### src/rtl/l2axi_pkg.sv
// rtl/l2axi_pkg.sv - shared AXI constants, FSM encodings and burst helpers for the L2-to-AXI bridge
package l2axi_pkg;

  localparam logic [1:0] AXI_BURST_INCR = 2'b01;
  localparam logic [2:0] AXI_SIZE_WORD  = 3'b010;

  typedef enum logic [1:0] {
    R_IDLE = 2'd0,
    R_AR   = 2'd1,
    R_DATA = 2'd2,
    R_DONE = 2'd3
  } rd_state_e;

  typedef enum logic [1:0] {
    W_IDLE = 2'd0,
    W_XFER = 2'd1,
    W_RESP = 2'd2
  } wr_state_e;

  // Width of one cache line in bits.
  function automatic int line_bits(input int offset_width);
    return 32 << offset_width;
  endfunction

  // AXLEN: a whole line for cached accesses, a single beat for strongly-ordered ones.
  function automatic logic [7:0] burst_len(input int offset_width, input logic suc);
    return suc ? 8'd0 : 8'((1 << offset_width) - 1);
  endfunction

  // AXADDR: cached bursts start at the line base, strongly-ordered beats keep the full address.
  function automatic logic [31:0] burst_addr(input int offset_width, input logic suc,
                                             input logic [31:0] addr);
    logic [31:0] mask;
    mask = ~((32'd1 << (offset_width + 2)) - 32'd1);
    return suc ? addr : (addr & mask);
  endfunction

endpackage

### src/rtl/l2axi_wbuf.sv
// rtl/l2axi_wbuf.sv - one-line write buffer and W-beat sequencer
module l2axi_wbuf import l2axi_pkg::*; #(
  parameter int offset_width = 2
) (
  input  logic                               clk,
  input  logic                               rstn,
  input  logic                               capture,
  input  logic                               suc_in,
  input  logic [31:0]                        addr_in,
  input  logic [line_bits(offset_width)-1:0] line_in,
  input  logic [3:0]                         strb_in,
  input  logic                               beat_adv,
  output logic [31:0]                        addr,
  output logic                               suc,
  output logic [31:0]                        wdata,
  output logic [3:0]                         wstrb,
  output logic                               wlast
);

  localparam int LW = line_bits(offset_width);

  logic [LW-1:0]           line_q, line_d;
  logic [offset_width-1:0] beat_q, beat_d;
  logic [31:0]             addr_q, addr_d;
  logic                    suc_q, suc_d;
  logic [3:0]              strb_q, strb_d;

  // Load a fresh line on capture; otherwise shift the next word into place per accepted beat.
  always_comb begin
    line_d = line_q;
    beat_d = beat_q;
    addr_d = addr_q;
    suc_d  = suc_q;
    strb_d = strb_q;
    if (capture) begin
      line_d = line_in;
      beat_d = '0;
      addr_d = addr_in;
      suc_d  = suc_in;
      strb_d = strb_in;
    end else if (beat_adv) begin
      line_d = line_q >> 32;
      beat_d = beat_q + 1'b1;
    end
  end

  // Buffer state register.
  always_ff @(posedge clk) begin
    if (!rstn) begin
      line_q <= '0;
      beat_q <= '0;
      addr_q <= '0;
      suc_q  <= 1'b0;
      strb_q <= 4'h0;
    end else begin
      line_q <= line_d;
      beat_q <= beat_d;
      addr_q <= addr_d;
      suc_q  <= suc_d;
      strb_q <= strb_d;
    end
  end

  assign addr  = addr_q;
  assign suc   = suc_q;
  assign wdata = line_q[31:0];
  assign wstrb = suc_q ? strb_q : 4'hF;
  assign wlast = suc_q | (&beat_q);

endmodule

### src/rtl/l2cache_axi_bridge.sv
// rtl/l2cache_axi_bridge.sv - L2 line requests to AXI4 bursts; L2AXI_RAW_BYPASS_EN relaxes read-after-write ordering to a line match
module l2cache_axi_bridge import l2axi_pkg::*; #(
  parameter int         offset_width = 2,
  parameter logic [3:0] AXI_ID       = 4'd1
) (
  input  logic                               clk,
  input  logic                               rstn,
  input  logic                               l2cache_mem_req_r,
  input  logic                               l2cache_mem_req_w,
  input  logic                               l2cache_mem_rdy,
  input  logic                               l2cache_mem_SUC,
  input  logic [31:0]                        l2cache_mem_addr_r,
  input  logic [31:0]                        l2cache_mem_addr_w,
  input  logic [line_bits(offset_width)-1:0] l2cache_mem_wdata,
  input  logic [3:0]                         l2cache_mem_wstrb,
  output logic                               mem_l2cache_addrOK_r,
  output logic                               mem_l2cache_addrOK_w,
  output logic                               mem_l2cache_dataOK,
  output logic [line_bits(offset_width)-1:0] mem_l2cache_rdata,
  output logic [3:0]                         arid,
  output logic [31:0]                        araddr,
  output logic [7:0]                         arlen,
  output logic [2:0]                         arsize,
  output logic [1:0]                         arburst,
  output logic                               arvalid,
  input  logic                               arready,
  input  logic [31:0]                        rdata,
  input  logic                               rlast,
  input  logic                               rvalid,
  output logic                               rready,
  output logic [3:0]                         awid,
  output logic [31:0]                        awaddr,
  output logic [7:0]                         awlen,
  output logic [2:0]                         awsize,
  output logic [1:0]                         awburst,
  output logic                               awvalid,
  input  logic                               awready,
  output logic [31:0]                        wdata,
  output logic [3:0]                         wstrb,
  output logic                               wlast,
  output logic                               wvalid,
  input  logic                               wready,
  input  logic                               bvalid,
  output logic                               bready
);

  localparam int LW = line_bits(offset_width);

  rd_state_e               rd_state_q, rd_state_d;
  logic [31:0]             rd_addr_q, rd_addr_d;
  logic                    rd_suc_q, rd_suc_d;
  logic [offset_width-1:0] rd_beat_q, rd_beat_d;
  logic                    rd_first_q, rd_first_d;
  logic [LW-1:0]           rdata_q, rdata_d;
  logic                    dataok_q, dataok_d;
  logic [31:0]             rd_base;
  logic                    rd_allowed;

  wr_state_e               wr_state_q, wr_state_d;
  logic                    aw_done_q, aw_done_d;
  logic                    w_done_q, w_done_d;
  logic                    wb_capture;
  logic [31:0]             wb_addr;
  logic                    wb_suc;

  // Decide whether a pending read may leave idle without overtaking a buffered write-back.
  always_comb begin
`ifdef L2AXI_RAW_BYPASS_EN
    rd_allowed = !((wr_state_q != W_IDLE) &&
                   (wb_addr[31:offset_width+2] == l2cache_mem_addr_r[31:offset_width+2])) &&
                 !(l2cache_mem_req_w && (wr_state_q == W_IDLE) &&
                   (l2cache_mem_addr_w[31:offset_width+2] == l2cache_mem_addr_r[31:offset_width+2]));
`else
    rd_allowed = (wr_state_q == W_IDLE) && !l2cache_mem_req_w;
`endif
  end

  // Read FSM: issue AR, assemble the returned beats into the line, then hand it to the L2.
  always_comb begin
    rd_state_d           = rd_state_q;
    rd_addr_d            = rd_addr_q;
    rd_suc_d             = rd_suc_q;
    rd_beat_d            = rd_beat_q;
    rd_first_d           = rd_first_q;
    rdata_d              = rdata_q;
    dataok_d             = 1'b0;
    arvalid              = 1'b0;
    rready               = 1'b0;
    mem_l2cache_addrOK_r = 1'b0;
    rd_base              = 32'(rd_beat_q) << 5;
    case (rd_state_q)
      R_IDLE: begin
        // dataok_q still high means the L2 has not yet seen the previous line and may still hold req_r.
        if (l2cache_mem_req_r && rd_allowed && !dataok_q) begin
          rd_addr_d  = burst_addr(offset_width, l2cache_mem_SUC, l2cache_mem_addr_r);
          rd_suc_d   = l2cache_mem_SUC;
          rd_state_d = R_AR;
        end
      end
      R_AR: begin
        arvalid = 1'b1;
        if (arready) begin
          mem_l2cache_addrOK_r = 1'b1;
          rd_beat_d            = '0;
          rd_first_d           = 1'b1;
          rd_state_d           = R_DATA;
        end
      end
      R_DATA: begin
        rready = 1'b1;
        if (rvalid) begin
          // The previous line stays visible until the first beat of the next one lands.
          if (rd_first_q) rdata_d = '0;
          rdata_d[rd_base +: 32] = rdata;
          rd_beat_d  = rd_beat_q + 1'b1;
          rd_first_d = 1'b0;
          if (rlast) rd_state_d = R_DONE;
        end
      end
      R_DONE: begin
        if (l2cache_mem_rdy) begin
          dataok_d   = 1'b1;
          rd_state_d = R_IDLE;
        end
      end
      default: rd_state_d = R_IDLE;
    endcase
  end

  // Write FSM: capture into the buffer, drain AW and W independently, then wait for B.
  always_comb begin
    wr_state_d           = wr_state_q;
    aw_done_d            = aw_done_q;
    w_done_d             = w_done_q;
    wb_capture           = 1'b0;
    mem_l2cache_addrOK_w = 1'b0;
    awvalid              = 1'b0;
    wvalid               = 1'b0;
    bready               = 1'b0;
    case (wr_state_q)
      W_IDLE: begin
        if (l2cache_mem_req_w) begin
          wb_capture           = 1'b1;
          mem_l2cache_addrOK_w = 1'b1;
          aw_done_d            = 1'b0;
          w_done_d             = 1'b0;
          wr_state_d           = W_XFER;
        end
      end
      W_XFER: begin
        awvalid = !aw_done_q;
        wvalid  = !w_done_q;
        if (awvalid && awready) aw_done_d = 1'b1;
        if (wvalid && wready && wlast) w_done_d = 1'b1;
        if (aw_done_d && w_done_d) wr_state_d = W_RESP;
      end
      W_RESP: begin
        bready = 1'b1;
        if (bvalid) wr_state_d = W_IDLE;
      end
      default: wr_state_d = W_IDLE;
    endcase
  end

  // State registers for both FSMs and the read line.
  always_ff @(posedge clk) begin
    if (!rstn) begin
      rd_state_q <= R_IDLE;
      rd_addr_q  <= '0;
      rd_suc_q   <= 1'b0;
      rd_beat_q  <= '0;
      rd_first_q <= 1'b0;
      rdata_q    <= '0;
      dataok_q   <= 1'b0;
      wr_state_q <= W_IDLE;
      aw_done_q  <= 1'b0;
      w_done_q   <= 1'b0;
    end else begin
      rd_state_q <= rd_state_d;
      rd_addr_q  <= rd_addr_d;
      rd_suc_q   <= rd_suc_d;
      rd_beat_q  <= rd_beat_d;
      rd_first_q <= rd_first_d;
      rdata_q    <= rdata_d;
      dataok_q   <= dataok_d;
      wr_state_q <= wr_state_d;
      aw_done_q  <= aw_done_d;
      w_done_q   <= w_done_d;
    end
  end

  l2axi_wbuf #(.offset_width(offset_width)) u_wbuf (
    .clk      (clk),
    .rstn     (rstn),
    .capture  (wb_capture),
    .suc_in   (l2cache_mem_SUC),
    .addr_in  (l2cache_mem_addr_w),
    .line_in  (l2cache_mem_wdata),
    .strb_in  (l2cache_mem_wstrb),
    .beat_adv (wvalid && wready),
    .addr     (wb_addr),
    .suc      (wb_suc),
    .wdata    (wdata),
    .wstrb    (wstrb),
    .wlast    (wlast)
  );

  assign mem_l2cache_dataOK = dataok_q;
  assign mem_l2cache_rdata  = rdata_q;

  assign arid    = AXI_ID;
  assign araddr  = rd_addr_q;
  assign arlen   = burst_len(offset_width, rd_suc_q);
  assign arsize  = AXI_SIZE_WORD;
  assign arburst = AXI_BURST_INCR;

  assign awid    = AXI_ID;
  assign awaddr  = burst_addr(offset_width, wb_suc, wb_addr);
  assign awlen   = burst_len(offset_width, wb_suc);
  assign awsize  = AXI_SIZE_WORD;
  assign awburst = AXI_BURST_INCR;

endmodule

### config.mk
export PLATFORM = sky130hd
export DESIGN_NAME = l2cache_axi_bridge
export DESIGN_NICKNAME = d
export VERILOG_FILES = /design/src/rtl/l2axi_pkg.sv /design/src/rtl/l2axi_wbuf.sv /design/src/rtl/l2cache_axi_bridge.sv
export SDC_FILE = /design/constraint.sdc
export NUM_CORES = 1
export LEC_CHECK = 0
export ABC_AREA = 1
export BUFFER_PORTS_ARGS = -buffer_cell sky130_fd_sc_hd__clkbuf_2
export CORE_AREA = 5 5 195 197
export CTS_CLUSTER_DIAMETER = 60
export CTS_CLUSTER_SIZE = 10
export DETAILED_ROUTE_END_ITERATION = 10
export DIE_AREA = 0 0 200 202
export HOLD_SLACK_MARGIN = 0.15
export MAX_ROUTING_LAYER = met4
export PLACE_DENSITY = 0.68
export SYNTH_ARGS = -nofsm -noshare
export SYNTH_HDL_FRONTEND = slang
export SYNTH_SLANG_ARGS = --single-unit
### constraint.sdc
create_clock -name clk -period 3.8 [get_ports clk]
set_clock_uncertainty 0.1 [all_clocks]
set_input_delay 0.76 -clock clk [delete_from_list [all_inputs] [get_ports clk]]
set_output_delay 0.76 -clock clk [all_outputs]
set_load 0.05 [all_outputs]
# After elaboration in Yosys (flattened, before gate mapping)
# Cells that the tools add are included.
# totals
reg_bits	338
word_cells	105
# op_classes
muxes	44
add_sub_neg	3
eq_ne	13
n_reduce_logical	26
shift	2
n_bitwise	2
# ops
operator	n
128-bit 2-to-1 mux	5
128-bit bitwise mux	1
32-bit by 34-bit variable shift with 128-bit output, first input constant	1
32-bit by 34-bit indexed part select with 128-bit output	1
7-bit negator with 34-bit output	1
2-bit 2-to-1 mux	12
1-bit 2-to-1 mux	17
2-bit inequality test, second input constant	8
4-bit 2-to-1 mux	3
2-bit AND reduction	5
1-bit logical AND	8
2-bit one-hot mux with 4 select lines	1
2-bit equality test, second input constant	3
1-bit one-hot mux with 2 select lines	3
2-bit one-hot mux with 3 select lines	1
3-bit AND reduction	2
2-bit nonzero test	3
5-bit AND reduction	1
2-bit by 1-bit adder with 2-bit output, second input constant	2
2-bit by 1-bit equality test with 1-bit output, second input constant	2
1-bit zero test	4
2-bit zero test	2
2-bit one-hot mux with 2 select lines	1
2-bit OR reduction	1
2 further kinds	2

# Longest topological paths before layout
# depth
depth_word	8
ltp_mapped	10

# Hierarchy
# Synthesis repeated with hierarchy kept, for this count alone.
# unflattened
hier_cells	2082
area_unflattened_um2	14871.8
# modules_own_cells
mod	cells_per_inst	seq_area_each_um2	instances	area_each_um2
l2axi_wbuf	1137	3343.2	1	7524.7
l2cache_axi_bridge	945	3423.3	1	7347.0

# Worst setup path before layout
# No wires, ideal clock.
# synth_path
kind	input port to output port
startpoint	in l2cache_mem_req_w
endpoint	out mem_l2cache_addrOK_w
cell_stages	4
path_slack_ps	1548
t_arrival_ps	1392
t_required_ps	2940
path_cell_list	nand2_2 -> inv_2 -> buf_2 -> buf_2
# synth_between
elab_chain_cells	2
# synth_lines
element	line_no	source
start, declared	l2cache_axi_bridge.sv:9	input logic l2cache_mem_req_w,
1-bit 2-to-1 mux	l2cache_axi_bridge.sv:142	if (l2cache_mem_req_w) begin
1-bit 2-to-1 mux	l2cache_axi_bridge.sv:140	case (wr_state_q)
end, declared	l2cache_axi_bridge.sv:17	output logic mem_l2cache_addrOK_w,
# Every way passes these cells.

# Worst setup path in the final report
# layout_path
startpoint	reg wr_state_q[1]
endpoint	out mem_l2cache_addrOK_w
# layout_between
elab_chain_cells	2
# layout_lines
element	line_no	source
start, declared	l2cache_axi_bridge.sv:59	wr_state_e wr_state_q, wr_state_d;
start signal, assigned	l2cache_axi_bridge.sv:186	wr_state_q <= wr_state_d;
2-bit zero test	l2cache_axi_bridge.sv:140	
1-bit 2-to-1 mux	l2cache_axi_bridge.sv:140	
# Every way passes these cells.

==> flow_summary.ini <==
[outcome]
outcome = finished clean

[grt]
grt_pass1_vias = 13715
gr-usage-all-layers_pct = 23.4
overflow = 0
antenna_found_initial = 1
grt_pass1_wl_um = 73900
grt_max_degree = 104

[floorplan]
fp-row-count = 70
io_pins = 511
die_h_um = 202
core-area_sq_um = 36100
die_w_um = 200
die_area_sq_um = 40400
start_util_pct = 39.7

[cts]
hold_buffers = 0
cts_setup_buffers = 0
clock_latency_ns = 0.53
clkTransAtPathRegs_ns = 0.05
cts_sinks = 338
htreeDepth = 2
cts_root_buf = clkbuf_16
cts_tree = yes
ctsResizeCount = 0
clockBufferDepth = 3
numCtsBuffers = 41

[finish]
drive_above_1_share_pct = 24.6
fill_cells = 3617
design_area_sq_um = 17400
area_growth_pct = 21.3
nets = 2575

[timing]
slew_violations = 0
tns_ns = 0
fin_crit_sh_pct = 80.4
min_period_ns = 3.05
rsz0062_at_grt = no
hold_violations = 0
relSlewSlack_pct = 34.3
max_freq_ghz = 0.327
setup_violations = 0
worst_pin_slew_ns = 0.986

[setup_path]
max_stage_delay_ns = 0.42
cp-start-kind = flip-flop
cp_max_fo = 42
crit_required_ns = 2.94
arrival_ns = 2.19
cp_cell_sequence = nor2_4 > nand2_4 > inv_4 > clkbuf_2
cp-end-kind = output port
path_class = reg2out
cp_slowest_cell = inv_4

[flow_run]
max_cap_violations = 0

[placement]
dpl-instance-area_sq_um = 16200
gp_routability_congestion = 0.886
dp_hpwl_um = 35000
io_buffers = 480

[synthesis]
ys_seq_area_share_pct = 47.2
netlist_instances = 1979
synth_cell_types = 29
netlist.area_leader.share_pct = 47.2
synth_area_sq_um = 14300
synth_warnings = 0
synth.top_cells.by_area = dfxtp_1 (47%), nand2_1 (18%), a21oi_1 (8.5%)
avgSynthCellArea_sq_um = 7.25
synth-seq-cells = 338
synth_top_area_cell = dfxtp_1

[pwr]
irDropWorstVdd_mv = 0.389
leakage_uw = 0.00831
power_density_nw_per_um2 = 538

[detailed_routing]
drt_iter0_markers = 1039
wl_um = 48700
avgViaCountPerCell = 4.99
vias = 13976
wire_per_inst_um = 17.4
antenna_left = 0
detail_route.first_pass.iterations = 5
drc_errors = 0

[min_path]
hp-class = reg2reg
-- state kept, by name (all words and copies together), names as in the netlist, 2 cells and up --
name	cells
araddr	32
mem_l2cache_rdata	128
rd_beat_q	2
rd_state_q	2
u_wbuf.addr	32
u_wbuf.beat_q	2
u_wbuf.line_q	128
u_wbuf.strb_q	4
wr_state_q	2
-- worst max-delay path, delay by kind of cell, from the launching register on --
family / cells / cell delay, ns
buffers and inverters: 2 / 0.78
AND/OR/NAND/NOR: 2 / 0.50
flip-flops: 1 / 0.35
-- per-stage QoR --
| stage | setup WS [ns] | utilization (%) | hold slack (ns) | power, uW | instances |
|---|---|---|---|---|---|
| finish | 0.746 | 48.2 | 0.344 | 9350 | 2802 |
| global route | 0.635 | 48.2 | 0.350 | 9770 | 2802 |
| CTS | 0.712 | 48.2 | 0.327 | 9430 | 2801 |
| detailed placement | 0.946 | 45.0 | 0.341 | 5950 | 2751 |
| global placement | 0.979 | 45.0 | 0.334 | 5920 | 2751 |
| floorplan | 1.55 | - | 0.339 | 5480 | 2007 |
-- cell type report --
cell class / instances / area [sq um] / area share (%)
clock inverters: 7 / 92.6 / 0.532
multi-input cells: 1375 / 6040 / 34.8
diodes: 1 / 2.50 / 0.0144
inverters: 68 / 264 / 1.52
clock buffers: 43 / 1040 / 6.00
repair buffers: 502 / 2590 / 14.9
well taps: 468 / 586 / 3.37
flip-flops and latches: 338 / 6770 / 38.9
-- worst paths after layout --
check        depth (start not counted)                    end  slack, ns             startpoint
min reg2reg                          2  mem_l2cache_rdata[31]       0.34  mem_l2cache_rdata[31]
max                                  4   mem_l2cache_addrOK_w       0.75          wr_state_q[1]
max reg2reg                          8      u_wbuf.line_q[74]       1.26          wr_state_q[1]
min                                  2  mem_l2cache_rdata[31]       0.34  mem_l2cache_rdata[31]
-- cell usage in the layout (no fill, tap or decap), types with 9 or more instances in the layout --
cell type,count
nor2_1,172
buf_4,20
nand2_1,697
o21ai_0,100
ha_1,9
dfxtp_1,338
inv_1,64
a21oi_1,245
clkbuf_16,41
conb_1,30
clkbuf_2,479
a22oi_1,53
nand3_1,43
-- routing by layer --
metal	track usage, %	vias up	part of all wire [%]
li1	-	6873	-
met1	27.6	6390	39
met2	38.1	602	47
met3	5.93	111	9.0
met4	9.56	0	4.3
met5	-	-	0
-- synthesized netlist by cell type (all sizes together) --
cell,count
buf,162
a22oi,53
a21oi,245
conb,2
xor2,1
clkbuf,64
dfxtp,338
or2,5
o211ai,1
nand4,2
inv,68
nor2,179
nand2,701
nand3b,1
nand3,43
o21ai,103
nor3,2
ha,9
-- cell families after synthesis --
logic type | after synthesis | synth area share (%)
AOI/OAI and AO/OA | 402 | 15.0
xor gates and xnor gates | 1 | 0.0611
adders and majority gates | 9 | 0.785
buffers and inverters | 294 | 11.5
DFF | 338 | 47.2
other | 2 | 0.0524
and+or+nand+nor | 933 | 25.3
-- power breakdown --
part	switching, uW	internal [uW]	leakage [uW]	total, uW
combinational	1510	483	0.00501	1990
clock	1460	2020	0.000555	3470
sequential	124	3760	0.00275	3890
(Power assumes the default switching activity.)
